File: src/rtl/execute_if.sv
// Execute-stage bus bundle: decoder instruction port, memory port and
// writeback port of the 8-bit core.
//   slave  : the execute stage (accepts instructions, drives mem_*/wb_*).
//   master : the surrounding core (decoder, memory, writeback).
interface execute_if;
    localparam int unsigned DW = 8;

    // decoder side
    logic          en;
    logic [1:0]    op;
    logic          srcdst;
    logic [DW-1:0] addr;
    logic [DW-1:0] a;
    logic [DW-1:0] b;
    logic          ready;
    logic          done;
    logic          carry;

    // memory side
    logic          mem_rd;
    logic          mem_wr;
    logic [DW-1:0] mem_addr;
    logic [DW-1:0] mem_wdata;
    logic [DW-1:0] mem_rdata;
    logic          mem_ack;

    // writeback side
    logic          wb_en;
    logic [1:0]    wb_op;
    logic          wb_srcdst;
    logic [DW-1:0] wb_val;
    logic          wb_ready;

    modport slave (
        input  en, op, srcdst, addr, a, b, mem_rdata, mem_ack, wb_ready,
        output ready, done, carry, mem_rd, mem_wr, mem_addr, mem_wdata,
               wb_en, wb_op, wb_srcdst, wb_val
    );

    modport master (
        output en, op, srcdst, addr, a, b, mem_rdata, mem_ack, wb_ready,
        input  ready, done, carry, mem_rd, mem_wr, mem_addr, mem_wdata,
               wb_en, wb_op, wb_srcdst, wb_val
    );
endinterface

File: src/rtl/execute.sv
// Execute stage of the 8-bit core: accepts one decoded instruction at a time
// (NOP/LOD/STO/ADD), runs the memory access if needed and holds the
// writeback request until writeback completes.
// Ports:
//   clk   : clock, rising edge
//   rst_n : asynchronous active-low reset
//   bus   : execute_if.slave (decoder, memory and writeback handshakes)
module execute #(
    parameter logic [1:0] OP_NOP = 2'b00,
    parameter logic [1:0] OP_LOD = 2'b01,
    parameter logic [1:0] OP_STO = 2'b10,
    parameter logic [1:0] OP_ADD = 2'b11
) (
    input  logic     clk,
    input  logic     rst_n,
    execute_if.slave bus
);
    localparam int unsigned DW = 8;
    localparam int unsigned SW = DW + 1;

    typedef enum logic [2:0] {
        S_IDLE,
        S_MEM_RD,
        S_MEM_WR,
        S_WB,
        S_WB_WAIT
    } state_t;

    state_t        state;
    logic          srcdst_q;
    logic [SW-1:0] sum_c;

    // 9-bit sum so the carry out of the 8-bit add is kept
    assign sum_c = SW'(bus.a) + SW'(bus.b);

    // Control FSM with registered outputs
    always_ff @(posedge clk or negedge rst_n) begin
        if (!rst_n) begin
            state         <= S_IDLE;
            srcdst_q      <= 1'b0;
            bus.ready     <= 1'b1;
            bus.done      <= 1'b0;
            bus.carry     <= 1'b0;
            bus.mem_rd    <= 1'b0;
            bus.mem_wr    <= 1'b0;
            bus.mem_addr  <= '0;
            bus.mem_wdata <= '0;
            bus.wb_en     <= 1'b0;
            bus.wb_op     <= '0;
            bus.wb_srcdst <= 1'b0;
            bus.wb_val    <= '0;
        end else begin
            bus.done <= 1'b0;
            case (state)
                S_IDLE: begin
                    if (bus.en) begin
                        srcdst_q <= bus.srcdst;
                        if (bus.op == OP_LOD) begin
                            state        <= S_MEM_RD;
                            bus.ready    <= 1'b0;
                            bus.mem_rd   <= 1'b1;
                            bus.mem_addr <= bus.addr;
                        end else if (bus.op == OP_STO) begin
                            state         <= S_MEM_WR;
                            bus.ready     <= 1'b0;
                            bus.mem_wr    <= 1'b1;
                            bus.mem_addr  <= bus.addr;
                            bus.mem_wdata <= bus.srcdst ? bus.b : bus.a;
                        end else if (bus.op == OP_ADD) begin
                            state         <= S_WB;
                            bus.ready     <= 1'b0;
                            bus.carry     <= sum_c[DW];
                            bus.wb_val    <= sum_c[DW-1:0];
                            bus.wb_op     <= OP_ADD;
                            bus.wb_srcdst <= bus.srcdst;
                            bus.wb_en     <= 1'b1;
                        end else begin
                            // NOP completes in place
                            bus.done <= 1'b1;
                        end
                    end
                end
                S_MEM_RD: begin
                    if (bus.mem_ack) begin
                        state         <= S_WB;
                        bus.mem_rd    <= 1'b0;
                        bus.wb_val    <= bus.mem_rdata;
                        bus.wb_op     <= OP_LOD;
                        bus.wb_srcdst <= srcdst_q;
                        bus.wb_en     <= 1'b1;
                    end
                end
                S_MEM_WR: begin
                    if (bus.mem_ack) begin
                        state      <= S_IDLE;
                        bus.mem_wr <= 1'b0;
                        bus.ready  <= 1'b1;
                        bus.done   <= 1'b1;
                    end
                end
                S_WB: begin
                    // wb_ready may still be high from the previous instruction
                    state <= S_WB_WAIT;
                end
                S_WB_WAIT: begin
                    if (bus.wb_ready) begin
                        state     <= S_IDLE;
                        bus.wb_en <= 1'b0;
                        bus.ready <= 1'b1;
                        bus.done  <= 1'b1;
                    end
                end
                default: begin
                    state <= S_IDLE;
                end
            endcase
        end
    end
endmodule

File: src/flat_wrapper.sv
// flat-port wrapper written by rule: the top's interface ports become plain ports
module execute_flat 
#(
    parameter logic [1:0] OP_NOP = 2'b00,
    parameter logic [1:0] OP_LOD = 2'b01,
    parameter logic [1:0] OP_STO = 2'b10,
    parameter logic [1:0] OP_ADD = 2'b11
)
  (clk, rst_n, bus_en, bus_op, bus_srcdst, bus_addr, bus_a, bus_b, bus_mem_rdata, bus_mem_ack, bus_wb_ready, bus_ready, bus_done, bus_carry, bus_mem_rd, bus_mem_wr, bus_mem_addr, bus_mem_wdata, bus_wb_en, bus_wb_op, bus_wb_srcdst, bus_wb_val);
  execute_if bus_i ();
  input  logic clk;
  input  logic rst_n;
  input wire logic [$bits(bus_i.en)-1:0] bus_en;
  input wire logic [$bits(bus_i.op)-1:0] bus_op;
  input wire logic [$bits(bus_i.srcdst)-1:0] bus_srcdst;
  input wire logic [$bits(bus_i.addr)-1:0] bus_addr;
  input wire logic [$bits(bus_i.a)-1:0] bus_a;
  input wire logic [$bits(bus_i.b)-1:0] bus_b;
  input wire logic [$bits(bus_i.mem_rdata)-1:0] bus_mem_rdata;
  input wire logic [$bits(bus_i.mem_ack)-1:0] bus_mem_ack;
  input wire logic [$bits(bus_i.wb_ready)-1:0] bus_wb_ready;
  output wire logic [$bits(bus_i.ready)-1:0] bus_ready;
  output wire logic [$bits(bus_i.done)-1:0] bus_done;
  output wire logic [$bits(bus_i.carry)-1:0] bus_carry;
  output wire logic [$bits(bus_i.mem_rd)-1:0] bus_mem_rd;
  output wire logic [$bits(bus_i.mem_wr)-1:0] bus_mem_wr;
  output wire logic [$bits(bus_i.mem_addr)-1:0] bus_mem_addr;
  output wire logic [$bits(bus_i.mem_wdata)-1:0] bus_mem_wdata;
  output wire logic [$bits(bus_i.wb_en)-1:0] bus_wb_en;
  output wire logic [$bits(bus_i.wb_op)-1:0] bus_wb_op;
  output wire logic [$bits(bus_i.wb_srcdst)-1:0] bus_wb_srcdst;
  output wire logic [$bits(bus_i.wb_val)-1:0] bus_wb_val;
  assign bus_i.en = bus_en;
  assign bus_i.op = bus_op;
  assign bus_i.srcdst = bus_srcdst;
  assign bus_i.addr = bus_addr;
  assign bus_i.a = bus_a;
  assign bus_i.b = bus_b;
  assign bus_i.mem_rdata = bus_mem_rdata;
  assign bus_i.mem_ack = bus_mem_ack;
  assign bus_i.wb_ready = bus_wb_ready;
  assign bus_ready = bus_i.ready;
  assign bus_done = bus_i.done;
  assign bus_carry = bus_i.carry;
  assign bus_mem_rd = bus_i.mem_rd;
  assign bus_mem_wr = bus_i.mem_wr;
  assign bus_mem_addr = bus_i.mem_addr;
  assign bus_mem_wdata = bus_i.mem_wdata;
  assign bus_wb_en = bus_i.wb_en;
  assign bus_wb_op = bus_i.wb_op;
  assign bus_wb_srcdst = bus_i.wb_srcdst;
  assign bus_wb_val = bus_i.wb_val;
  execute #(.OP_NOP(OP_NOP), .OP_LOD(OP_LOD), .OP_STO(OP_STO), .OP_ADD(OP_ADD)) u_core (.clk(clk), .rst_n(rst_n), .bus(bus_i));
endmodule
File: config.mk
export PLATFORM = sky130hd
export DESIGN_NAME = execute_flat
export DESIGN_NICKNAME = d
export VERILOG_FILES = /design/src/rtl/execute_if.sv /design/src/rtl/execute.sv /design/src/flat_wrapper.sv
export SDC_FILE = /design/constraint.sdc
export NUM_CORES = 1
export LEC_CHECK = 0
export ABC_AREA = 0
export CORE_UTILIZATION = 45
export CTS_BUF_LIST = sky130_fd_sc_hd__clkbuf_4 sky130_fd_sc_hd__clkbuf_8 sky130_fd_sc_hd__clkbuf_16
export CTS_CLUSTER_DIAMETER = 100
export DETAILED_ROUTE_END_ITERATION = 6
export PLACE_DENSITY = 0.87
export SLEW_MARGIN = 10
export SYNTH_ARGS = -nofsm -noshare
export SYNTH_HDL_FRONTEND = slang
export SYNTH_SLANG_ARGS = --single-unit
export TNS_END_PERCENT = 30
File: constraint.sdc
create_clock -name clk -period 4.6 [get_ports clk]
set_input_delay 0.92 -clock clk [delete_from_list [all_inputs] [get_ports clk]]
set_output_delay 0.92 -clock clk [all_outputs]
set_load 0.005 [all_outputs]
==> results of run 1 <==
==> cell usage in the layout, fill, tap and decap left out, drive strengths merged, types with 2 or more instances in the layout <==
master	n
clkdlybuf4s50	71
dfrtp	36
nand2	25
o21ai	24
nor2	16
a21oi	13
ha	13
inv	11
mux2i	11
mux2	10
nor3	6
a211oi	5
clkbuf	5
nor2b	5
a31oi	3
clkinv	3
a32oi	2
o31ai	2
a22oi	2
or3	2
and2	2
==> registers in the layout, summed over array words and instances, names as in the netlist <==
| register | count |
|---|---|
| u_core.bus.mem_addr | 8 |
| u_core.bus.mem_wdata | 8 |
| u_core.bus.wb_val | 8 |
| u_core.state | 3 |
| u_core.bus.wb_op | 2 |
| u_core.bus.carry | 1 |
| u_core.bus.done | 1 |
| u_core.bus.mem_rd | 1 |
| u_core.bus.mem_wr | 1 |
| u_core.bus.ready | 1 |
| u_core.bus.wb_en | 1 |
| u_core.bus.wb_srcdst | 1 |
| u_core.srcdst_q | 1 |
==> power by group through the flow <==
stage | clock [µW] | combinational (µW) | sequential (µW)
finish | 227 | 746 | 599
global route | 248 | 820 | 622
CTS | 236 | 753 | 600
detailed placement | 0 | 751 | 604
global placement | 0 | 725 | 600
floorplan | 0 | 450 | 567
==> synthesized netlist by cell type (3+ instances only) <==
cell type  count
a21oi_1       13
nand2_1       23
a31oi_1        3
mux2i_1       11
o21ai_2        4
buf_2          5
nor3_1         5
nor2_1        16
ha_1          13
mux2_2        10
o21ai_1        5
dfrtp_1       36
o21ai_0       15
nor2b_1        4
a211oi_1       5
inv_1         11
==> area by class of cell <==
cell class / instances / area (µm²)
multi-input cells: 160 / 1134
clock buffers: 5 / 68.82
well taps: 52 / 65.06
clock inverters: 3 / 22.52
inverters: 11 / 41.29
flip-flops and latches: 37 / 927.1
fillers: 389 / 1530
repair buffers: 72 / 715.7
==> routing by layer <==
metal	wire, µm	vias to the layer above	track usage, %
met5	0	-	0
met3	205	6	2.672
li1	-	920	-
met2	2456	64	33.23
met4	68	0	8.000
met1	2226	857	27.93
==> per-stage QoR <==
step | cells | util, % | power, µW | area [µm²]
3_3_place_gp | 332 | 64.00 | 1325 | 2883
6_report | 340 | 66.03 | 1572 | 2974
4_1_cts | 340 | 66.03 | 1588 | 2974
2_1_floorplan | 218 | - | 1016 | 2170
3_5_place_dp | 332 | 64.00 | 1355 | 2883
5_1_grt | 340 | 66.03 | 1689 | 2974
==> cells by family (layout without fill, tap and decap cells) <==
kind of cell             Yosys count  in the layout  share of synthesized area, %
AO/OA/AOI/OAI                     61             61                         18.69
XOR/XNOR                           1              1                        0.4038
adder cells (fa/ha/maj)           14             14                         8.420
buffers and inverters             21             91                         5.017
flip-flops                        37             37                         42.73
multiplexers                      21             21                         10.27
AND/OR/NAND/NOR                   63             63                         14.48
==> path summary, 6_finish.rpt <==
check                      slack (ns)           startpoint  cells past startpoint                   end
max                              1.56            bus_op[1]                      8  u_core.bus.wb_val[6]
max reg2reg                      2.39      u_core.state[0]                      5  u_core.bus.wb_val[6]
max in group asynchronous        3.37                rst_n                      1  u_core.bus.wb_val[5]
min in group asynchronous        0.72                rst_n                      1       u_core.bus.done
min reg2reg                      0.48  u_core.bus.wb_op[0]                      1   u_core.bus.wb_op[0]
min                              0.48  u_core.bus.wb_op[0]                      1   u_core.bus.wb_op[0]
==> metrics.md, run 1 <==
| Metric | Value |
|---|---|
| Syn_area_per_cell | `approximately 10 µm²` |
| Routability Congestion | `0.8788` |
| CTS sink cnt | `37` |
| Iter 0 DRT Violations | `104` |
| Sequential area share after synthesis | `between 40% and 50%` |
| Avg WL per Cell | `14.58 µm` |
| DR vias/cell | `roughly 5.4` |
| Worst setup EP type | `register` |
| FFs w/ async S/R, synth | `100.0%` |
| Worst slack at placement | `approximately 1.2 ns` |
| Mapped Nets | `between 200 and 300` |
| Bufs on Longest Clock Path | `2` |
| Mapped Area | `2170 µm²` |
| Hold slack | `~0.48 ns` |
| Clock transition at the registers of the reported paths | `roughly 0.080 ns` |
| Setup crit start kind | `input port` |
| Switching power share of the total | `a little over a third` |
| Overflow after GRT | `0` |
| RSZ-0062 raised after global routing | `no` |
| Internal Dissipation | `around 1000 µW` |
| Resized Gates After CTS | `0` |
| Kind of critical path | `in2reg` |
| Final #Nets | `about 340` |
| DRC viols | `0` |
| Die ar. | `5103 µm²` |
| Distinct cells, synth | `a little under 50` |
| Port bufs | `72` |
| Diodes inserted | `0` |
| CTS hold repair buffers | `0` |
| CTS tree | `yes` |
| Switching pwr | `about 550 µW` |
| Post-route ant nets | `0` |
| Synth-to-layout area growth | `37.08%` |
| Top Ports | `between 70 and 80` |
| MaxCap Viol Count | `0` |
| Final worst-path cycle share | `around two thirds` |
| Critical Path Max Stage Delay | `~0.71 ns` |
| Syn Inst Count | `218` |
| Yosys top cell by area | `dfrtp_1` |
| Synth top area cells | `dfrtp_1 (42%), ha_1 (7.5%), mux2_2 (5.2%), mux2i_1 (5.1%), nand2_1 (4.0%)` |
| Part of the power in registers | `38.1%` |
| Worst VDD drop | `around 0.22 mV` |
| Max FO, Critical Path | `17` |
| TNS Setup | `0 ns` |
| Post-synth EDFFs | `0` |
| Post-route clock skew | `about 0.0080 ns` |
| P_leak | `0.001287 µW` |
| CP arrival | `around 3.2 ns` |
| Setup Buffers After CTS | `0` |
| CP cell instances | `clkdlybuf4s50_1, inv_1, ha_1, nor2_1, a21oi_1, or4_1, a32oi_1, o31ai_1` |
| Row count | `24` |
| CTS H-Tree Depth | `2` |
| Later-pin clock latency in the skew report | `between 0.2 and 0.3 ns` |
| Gr usage total | `between 20% and 30%` |
| First-pass DRT Iterations | `4` |
| DP Wirelength | `roughly 3800 µm` |
| Vias in the first global route | `between 1500 and 2000` |
| Pwr Density | `528.7 nW/µm²` |
| Clk pwr share | `about 14%` |
| Synth Flop Type | `dfrtp_1` |
| Worst Max-Slew Pin Slew | `1.023 ns` |
| CP required | `~4.8 ns` |
| Initial Util | `between 40% and 50%` |
| Status | `finished clean` |
| Hold Fails Final Rpt | `0` |
| Routed wire length | `around 5000 µm` |
| CTS Buf Count | `5` |
| First-pass GRT wire length | `8169 µm` |
| Final setup fails | `0` |
| Final worst slack | `1.557 ns` |
| Largest net degree at the start of global routing | `38` |
| Yosys warnings | `0` |
| Worst Hold Class | `reg2reg` |
| Final min period | `roughly 3 ns` |
| Initial antenna violation count | `0` |
| Die Ht | `71.44 µm` |
| Pins over their slew limit | `0` |
| Slowest cell on crit path | `or4_1` |
| DR vias | `roughly 1800` |
| Slew HR | `around a third` |
| Yosys reg bits | `37` |
| Fmax achieved | `around 0.33 GHz` |
| Combinational cell fraction of total power | `between 40% and 50%` |
| Core area | `about 4500 µm²` |
| CP bufs+invs | `2` |
| Proportion of layout cells with a drive suffix above 1 | `between 10% and 20%` |
| Synth top area share | `between 40% and 50%` |
| DIE WIDTH | `approximately 71 µm` |
| CP delay by family, top | `simple AND/OR/NAND/NOR gates` |
| Root Buffer | `clkbuf_8` |
(Power assumes the default switching activity.)
==> run 2, diff against run 1 <==
- clock period: 4.6 -> 2.8 ns (I/O delays scaled with it)
==> run 2 against run 1 <==
Compared with the run above: clock-buffer cell count increased by 2; clock skew shrank 0.0015 ns; flip-flop and latch count is the same; final cell count increased by 0.88%; highest routed layer unchanged.
==> metrics.md, run 2 (synthesis results as in run 1) <==
| Metric | Value |
|---|---|
| Status | `finished clean` |
| Root Buffer | `clkbuf_8` |
| Post-route clock skew | `0.006485 ns (-0.001498 ns)` |
| Later-pin clock latency in the skew report | `0.30 ns (about the same)` |
| Final min period | `~2.4 ns` |
| Resized Gates After CTS | `0 (unchanged)` |
| Avg WL per Cell | `15.09 µm (+3.5%)` |
| Gr usage total | `21.50% (+1.1 points)` |
| Placed cell area | `2905 µm² (+0.78%)` |
| Routability Congestion | `0.8258 (-6.0%)` |
| DR vias | `1911 (+3.5%)` |
| Worst setup EP type | `register` |
| Row count | `24 (unchanged)` |
| Slew HR | `45.24% (+14 points)` |
| CTS hold repair buffers | `0 (unchanged)` |
| Worst Hold Class | `in2async` |
| Layout Utilization | `66.75% (+0.72 points)` |
| Fill cells | `376 (-3.3%)` |
| Post-Layout Inst Area | `3007 µm² (+1.1%)` |
| Worst slack at placement | `0.05137 ns (-1.191 ns)` |
| Most common cell after layout, fill and taps aside | `clkdlybuf4s50_1` |
| Core area | `4504 µm² (unchanged)` |
| MaxCap Viol Count | `0 (unchanged)` |
| Post-route ant nets | `0 (unchanged)` |
| Die Ht | `71.44 µm (unchanged)` |
| Most frequent cells in the layout | `clkdlybuf4s50_1 (71), dfrtp_1 (36), nand2_1 (23)` |
| Routed wire length | `5175 µm (+4.4%)` |
| Largest net degree at the start of global routing | `38 (unchanged)` |
| Final worst-path cycle share | `between 80% and 90%` |
| Kind of critical path | `in2reg` |
| Worst Max-Slew Pin Slew | `0.8214 ns (-0.2018 ns)` |
| Pins over their slew limit | `0 (unchanged)` |
| Port bufs | `72 (unchanged)` |
| Fin cells | `343 (+0.88%)` |
| DR vias/cell | `5.571 (+2.6%)` |
| CTS H-Tree Depth | `2 (unchanged)` |
| DRC viols | `0 (unchanged)` |
| Setup Buffers After CTS | `0 (unchanged)` |
| CTS Buf Count | `5 (unchanged)` |
| Initial antenna violation count | `0 (unchanged)` |
| RSZ-0062 raised after global routing | `no` |
| Die ar. | `5103 µm² (unchanged)` |
| P_leak | `0.001308 µW (+1.6%)` |
| Proportion of layout cells with a drive suffix above 1 | `11.34% (+0.92 points)` |
| First-pass GRT wire length | `8493 µm (+4.0%)` |
| Final #Nets | `344 (+0.88%)` |
| Diodes inserted | `0 (unchanged)` |
| Overflow after GRT | `0 (unchanged)` |
| Top Registers | `u_core.bus.mem_addr: 8 flops, u_core.bus.mem_wdata: 8 flops, u_core.bus.wb_val: 8 flops` |
| Initial Util | `48.17% (unchanged)` |
| Hold Fails Final Rpt | `0 (unchanged)` |
| CTS sink cnt | `37 (unchanged)` |
| Vias in the first global route | `1833 (+1.5%)` |
| Final worst slack | `0.3624 ns (-1.195 ns)` |
| DIE WIDTH | `71.44 µm (unchanged)` |
| CP required | `3.02 ns (-1.75 ns)` |
| Top Ports | `73 (unchanged)` |
| CP arrival | `2.66 ns (-0.55 ns)` |
| Synth-to-layout area growth | `38.58%` |
| Iter 0 DRT Violations | `157 (+51%)` |
| Clock transition at the registers of the reported paths | `0.08 ns (about the same)` |
| Bufs on Longest Clock Path | `2 (unchanged)` |
| Final setup fails | `0 (unchanged)` |
| Setup crit start kind | `input port` |
| TNS Setup | `0 ns (unchanged)` |
| DP Wirelength | `3755 µm (-0.73%)` |
| Pwr Density | `885.6 nW/µm² (+68%)` |
| Max FO, Critical Path | `3 (-14)` |
| Placed instance count | `335 (+0.90%)` |
| Worst VDD drop | `0.3716 mV (+67%)` |
| Fmax achieved | `0.4102 GHz` |
| CTS tree | `yes` |
| First-pass DRT Iterations | `4 (unchanged)` |
==> run 2: cell count changes in the layout (fill, tap and decap cells not counted) <==
| cell | before | now |
|---|---|---|
| buf_4 | 0 | 3 |
| clkbuf_8 | 5 | 7 |
| clkinv_4 | 2 | 0 |
==> run 2: worst paths after layout <==
| kind | from | end | slack [ns] | cells past startpoint |
|---|---|---|---|---|
| worst max-delay path | bus_b[0] | u_core.bus.carry | 0.36 | 9 |
| worst min-delay path | rst_n | u_core.bus.done | 0.34 | 1 |
| max in group asynchronous | rst_n | u_core.bus.mem_addr[0] | 1.92 | 1 |
| worst min register to register | u_core.bus.wb_op[0] | u_core.bus.wb_op[0] | 0.48 | 1 |
| worst max register to register | u_core.state[1] | u_core.bus.mem_wdata[1] | 0.66 | 5 |
| min in group clk | u_core.bus.wb_op[0] | u_core.bus.wb_op[0] | 0.48 | 1 |
==> run 2: power by group <==
| group | leakage, µW | internal, µW | switching [µW] |
|---|---|---|---|
| sequential | 0.000452 | 779 | 205 |
| clock | 0.0000542 | 223 | 198 |
| combinational | 0.000802 | 751 | 507 |
==> run 2: final cells by class <==
type | instances | area [µm²] | area share [%]
Tap cell | 52 | 65.06 | 2.164
Sequential cell | 37 | 927.1 | 30.84
Clock buffer | 7 | 96.34 | 3.204
Timing Repair Buffer | 75 | 738.2 | 24.55
Multi-Input combinational cell | 160 | 1134 | 37.70
Inverter | 11 | 41.29 | 1.373
Clock inverter | 1 | 5.005 | 0.1665
==> run 2: worst max-delay path, cell delays in order <==
cell             delay [ns]
clkdlybuf4s50_1        0.48
ha_1                   0.20
inv_1                  0.07
fa_1                   0.38
nor2b_1                0.21
o31ai_1                0.13
a211oi_1               0.34
o21ai_0                0.13
a21oi_1                0.16
==> run 2: routing by layer <==
layer	global-route usage, %	wire length (µm)	part of all wire [%]	up-vias
met4	9.111	126	2.4	0
met2	34.92	2529	49	75
met5	0	0	0	-
li1	-	-	-	931
met1	27.89	2179	42	892
met3	4.641	339	6.6	13
==> run 2: stage by stage <==
stage               total power [µW]  hold slack (ns)
global route                    2850           0.4225
global placement                2200           0.4488
floorplan                       1670           0.2644
detailed placement              2246           0.4679
CTS                             2681           0.3829
finish                          2663           0.3415
